## src/rtl/fifo_uart_drain.sv

```systemverilog
// fifo_uart_drain: pops one word from the transmit FIFO whenever it is
// non-empty and drain is enabled, then serialises it onto a UART TX line
// as start bit, WIDTH data bits LSB first, optional even parity, stop bit.
module fifo_uart_drain #(
  parameter int WIDTH        = 8,
  parameter int CLKS_PER_BIT = 16,
  parameter int PARITY_EN    = 0
) (
  input  logic             clk,
  input  logic             rst_n,
  input  logic             en,
  input  logic             fifo_empty,
  input  logic [WIDTH-1:0] fifo_data,
  output logic             fifo_rd,
  output logic             tx,
  output logic             busy,
  output logic [15:0]      frames_sent
);

  localparam int IDX_W = (WIDTH > 1) ? $clog2(WIDTH) : 1;

  typedef enum logic [2:0] {
    S_IDLE,
    S_FETCH,
    S_LOAD,
    S_START,
    S_DATA,
    S_PARITY,
    S_STOP
  } state_t;

  state_t             r_state;
  logic [15:0]        r_baud;
  logic [IDX_W-1:0]   r_bit_idx;
  logic [WIDTH-1:0]   r_shift;
  logic               r_parity;
  logic               r_tx;
  logic               r_fifo_rd;
  logic               r_busy;
  logic [15:0]        r_frames_sent;

  logic               w_baud_done;
  logic               w_last_bit;
  logic [WIDTH-1:0]   w_shift_next;

  assign w_baud_done  = (r_baud == 16'(CLKS_PER_BIT - 1));
  assign w_last_bit   = (r_bit_idx == IDX_W'(WIDTH - 1));
  assign w_shift_next = r_shift >> 1;

  assign fifo_rd     = r_fifo_rd;
  assign tx          = r_tx;
  assign busy        = r_busy;
  assign frames_sent = r_frames_sent;

  // Frame sequencer; tx/busy/fifo_rd are registered and set on the
  // transition into the state they belong to, so they line up with it.
  always_ff @(posedge clk or negedge rst_n) begin
    if (!rst_n) begin
      r_state       <= S_IDLE;
      r_baud        <= '0;
      r_bit_idx     <= '0;
      r_shift       <= '0;
      r_parity      <= 1'b0;
      r_tx          <= 1'b1;
      r_fifo_rd     <= 1'b0;
      r_busy        <= 1'b0;
      r_frames_sent <= '0;
    end else begin
      r_fifo_rd <= 1'b0;
      case (r_state)
        S_IDLE: begin
          if (en && !fifo_empty) begin
            r_state   <= S_FETCH;
            r_fifo_rd <= 1'b1;
            r_busy    <= 1'b1;
            r_baud    <= '0;
          end
        end
        S_FETCH: begin
          r_state <= S_LOAD;
          r_baud  <= '0;
        end
        S_LOAD: begin
          r_shift  <= fifo_data;
          r_parity <= ^fifo_data;
          r_tx     <= 1'b0;
          r_state  <= S_START;
          r_baud   <= '0;
        end
        S_START: begin
          if (w_baud_done) begin
            r_baud    <= '0;
            r_bit_idx <= '0;
            r_tx      <= r_shift[0];
            r_state   <= S_DATA;
          end else begin
            r_baud <= r_baud + 16'd1;
          end
        end
        S_DATA: begin
          if (w_baud_done) begin
            r_baud  <= '0;
            r_shift <= w_shift_next;
            if (w_last_bit) begin
              r_bit_idx <= '0;
              if (PARITY_EN != 0) begin
                r_state <= S_PARITY;
                r_tx    <= r_parity;
              end else begin
                r_state <= S_STOP;
                r_tx    <= 1'b1;
              end
            end else begin
              r_bit_idx <= r_bit_idx + IDX_W'(1);
              r_tx      <= w_shift_next[0];
            end
          end else begin
            r_baud <= r_baud + 16'd1;
          end
        end
        S_PARITY: begin
          if (w_baud_done) begin
            r_baud  <= '0;
            r_tx    <= 1'b1;
            r_state <= S_STOP;
          end else begin
            r_baud <= r_baud + 16'd1;
          end
        end
        S_STOP: begin
          if (w_baud_done) begin
            r_baud        <= '0;
            r_busy        <= 1'b0;
            r_frames_sent <= r_frames_sent + 16'd1;
            r_state       <= S_IDLE;
          end else begin
            r_baud <= r_baud + 16'd1;
          end
        end
        default: begin
          r_state <= S_IDLE;
          r_tx    <= 1'b1;
          r_busy  <= 1'b0;
          r_baud  <= '0;
        end
      endcase
    end
  end

endmodule

```

## config.mk

```make
export PLATFORM = sky130hd
export DESIGN_NAME = fifo_uart_drain
export DESIGN_NICKNAME = d
export VERILOG_FILES = /design/src/rtl/fifo_uart_drain.sv
export SDC_FILE = /design/constraint.sdc
export NUM_CORES = 1
export LEC_CHECK = 0
export CAP_MARGIN = 40
export CORE_UTILIZATION = 51
export CTS_CLUSTER_DIAMETER = 200
export DETAILED_ROUTE_END_ITERATION = 12
export HOLD_SLACK_MARGIN = 0.12
export PLACE_DENSITY = 0.76
export RECOVER_POWER = 100
export SKIP_LAST_GASP = 1
export SLEW_MARGIN = 20
export SYNTH_ARGS = -nofsm -noshare
export SYNTH_HDL_FRONTEND = slang
export SYNTH_SLANG_ARGS = --single-unit
```

## constraint.sdc

```tcl
create_clock -name clk -period 1.8 [get_ports clk]
set_input_delay 0.18 -clock clk [delete_from_list [all_inputs] [get_ports clk]]
set_output_delay 0.18 -clock clk [all_outputs]
set_load 0.02 [all_outputs]
```

==> results <==
## layout make-up
type | count | area [um^2]
Clock buffer | 6 | 72.6
Clock inverter | 2 | 13.8
Inverter | 7 | 26.3
Fill cell | 420 | 1640
Timing Repair Buffer | 71 | 632
Tap cell | 70 | 87.6
Sequential cell | 49 | 1230
Multi-Input combinational cell | 202 | 1510
## placed cells by master, fill, tap and decap left out, drive strengths merged, types with 7 or more instances in the layout
cell type	Yosys	routed
a31oi	11	11
a22oi	7	7
nor4	19	19
xor2	14	14
and4	8	8
dlygate4sd3	0	19
nand3	21	21
buf	14	37
nor2	16	16
o21ai	10	10
nand2	13	13
inv	7	8
clkbuf	7	10
clkdlybuf4s50	0	11
a221o	10	10
a21oi	9	9
dfrtp	48	48
nand4	10	10
## tightest hold or removal path, cell delays in order
cell and delay (ps):
clkdlybuf4s50_1 390, nor2_1 90, a221oi_1 90
## cell families (layout without fill, tap and decap cells)
kind of cell    count (synthesis)  count (layout)  synth area share
buf+inv                        28              86            0.0475
simple gates                  111             111             0.263
xor+xnor                       16              16            0.0497
fa+ha+maj                       5               5            0.0213
compound gates                 68              68             0.177
flops                          49              49             0.435
mux                             2               2           0.00754
## path summary, 6_finish.rpt
path                                          endpoint  cells past startpoint                        start
hold reg to reg            frames_sent[11]$_DFFE_PN0P_                      1  frames_sent[11]$_DFFE_PN0P_
hold / removal                  r_shift[7]$_DFFE_PN0P_                      3                 fifo_data[7]
max in group asynchronous               tx$_DFFE_PN1P_                      3                        rst_n
min in group asynchronous       r_baud[12]$_DFFE_PN0P_                      2                        rst_n
setup reg to reg            frames_sent[1]$_DFFE_PN0P_                      5       r_baud[12]$_DFFE_PN0P_
setup / recovery            frames_sent[1]$_DFFE_PN0P_                      5       r_baud[12]$_DFFE_PN0P_
## metal layers
| layer | part of all wire | global-route usage | wire length, um |
|---|---|---|---|
| met5 | 0 | 0 | 0 |
| met4 | 0.0059 | 0.0808 | 40 |
| met3 | 0.049 | 0.0347 | 336 |
| met2 | 0.50 | 0.397 | 3400 |
| met1 | 0.44 | 0.323 | 3020 |
## power groups by stage
stage	Clock, mW	Sequential (mW)	Combinational [mW]
floorplan	0	1.48	0.813
finish	0.660	1.49	1.36
global route	0.718	1.52	1.49
detailed placement	0	1.49	1.27
CTS	0.669	1.48	1.29
global placement	0	1.49	1.25
## through the flow
step	instance area, um^2	TNS (ps)	utilization	power (mW)
3_3_place_gp	3390	0	0.651	2.73
3_5_place_dp	3390	-28.0	0.651	2.77
4_1_cts	3500	0	0.672	3.44
2_1_floorplan	2830	0	-	2.29
5_1_grt	3570	-1330	0.686	3.73
6_report	3570	-9.87	0.686	3.51
## registers in the layout (all words and copies together), names as in the netlist
name,count
busy,1
fifo_rd,1
frames_sent,16
r_baud,16
r_bit_idx,3
r_shift,8
r_state,3
tx,1
## repair_timing
action	in CTS	in global routing
setup endpoints to repair	8	22
resized for setup	2	7
endpoints found under the hold margin	21	0
hold buffers	1	0
setup buffers	0	4
pin swaps	0	4
gates cloned	0	1
==> impl_metrics.yaml <==
status:
  status: "finished with violations"
  violations: "negative setup slack"
setup_path:
  cpLargestDelayFamily: "simple AND/OR/NAND/NOR gates"
  path_buf_inv: 1
  worst_ep_required_time_ps: 1990
  critPathKind: "flip-flop to flip-flop"
  slowest_delay_ps: 430
  crit_path_end_kind: "flip-flop"
  start_kind: "flip-flop"
  crit_chain: "nor4_4, nand4_4, buf_12, nor2_2, mux2_1"
  arrival_ps: 2000
  r2r_slack_ps: -10
  crit_fanout: 14
  crit_slowest_cell: "dfrtp_1"
layout:
  drive_above_1_share: 0.217
  diodes: 0
  fin_cells: 407
  area_growth_pct: 26.5
  nNetsFinal: 352
cts:
  clock_sinks: 49
  clock_latency_ps: 310
  path_clk_slew_ps: 90
  clk_path_buf_depth: 2
  cts_tree: "done"
  cts_buffers: 5
  cts_root_buffer: "clkbuf_8"
  cts_max_level: 2
yosys:
  synthDistinctLibCells: 51
  synth.avg_cell_area_um2: 10.1
  yosysMostFrequentCell: "dfrtp_1"
  yosysWarnings: 0
  synthCells: 279
  seq_area_frac_synth: 0.435
  synth-edff-count: 0
  synth_async_sr_flop_share: 1.00
  synth_fp_nets: 295
  synth.cell_area_um2: 2820
  yosys_register_bits: 49
  synth_ff_type: "dfrtp_1"
  synth_common_cells: "dfrtp_1 (48), nand3_1 (21), nor2_1 (16)"
  yosysTopAreaCell: "dfrtp_1"
  synthTopCellsByArea: "dfrtp_1 (43%), nor4_2 (6.2%), xor2_1 (4.3%)"
  yosys.area.top_type_share: 0.426
timing:
  fin_crit_sh: 1.01
  maxSlewHeadroom: 0.161
  holdWs_ps: 476
  period_needed_ps: 1810
  fin_ws_ps: -9.87
  report.final.slew_viol_count: 0
  grt_setup_unrepaired: "yes"
  setup_viol: 1
  clock.fmax_mhz: 553
  finalHoldViolCount: 0
  clock_skew_ps: 8.83
  worst_pin_slew_ps: 1260
global_routing:
  grt_pass1_vias: 2412
  antenna_found_initial: 0
  grtUsageTotal: 0.240
  grt_max_degree: 29
  grt_pass1_wl_um: 11300
  grt_overflow_total: 0
route:
  drcViolationCount: 0
  firstDrtPassIters: 4
  drt_iter0_markers: 218
  vias: 2518
  ant_nets: 0
  wl_per_cell_um: 16.7
  viasPerCell: 6.19
  routed_wl_um: 6800
placed_design:
  dpl.cell_count: 393
  place.detailed.hpwl_um: 4720
  place_congestion: 0.951
  port_buffers: 30
  dp_slack_ps: -16.8
die:
  num_io_pins: 31
  rows: 26
  start_util: 0.542
  die_h_um: 76.4
  design.die.area_um2: 5830
  dieWidth_um: 76.4
  core_area_um2: 5200
power_and_ir_drop:
  powerDensity_nw_per_um2: 983
  switching_share: 0.375
  ir_worst_vdd_uv: 646
  power.leakage_nw: 1.64
  p_seq_frac: 0.424
  p_sw_mw: 1.31
  p_int_mw: 2.19
  p_comb_frac: 0.388
  clkPwrFrac: 0.188
run:
  maxCapViolCount: 0
hold_path:
  hp-class: "input port to flip-flop"
Power figures use the tool's default switching activity.
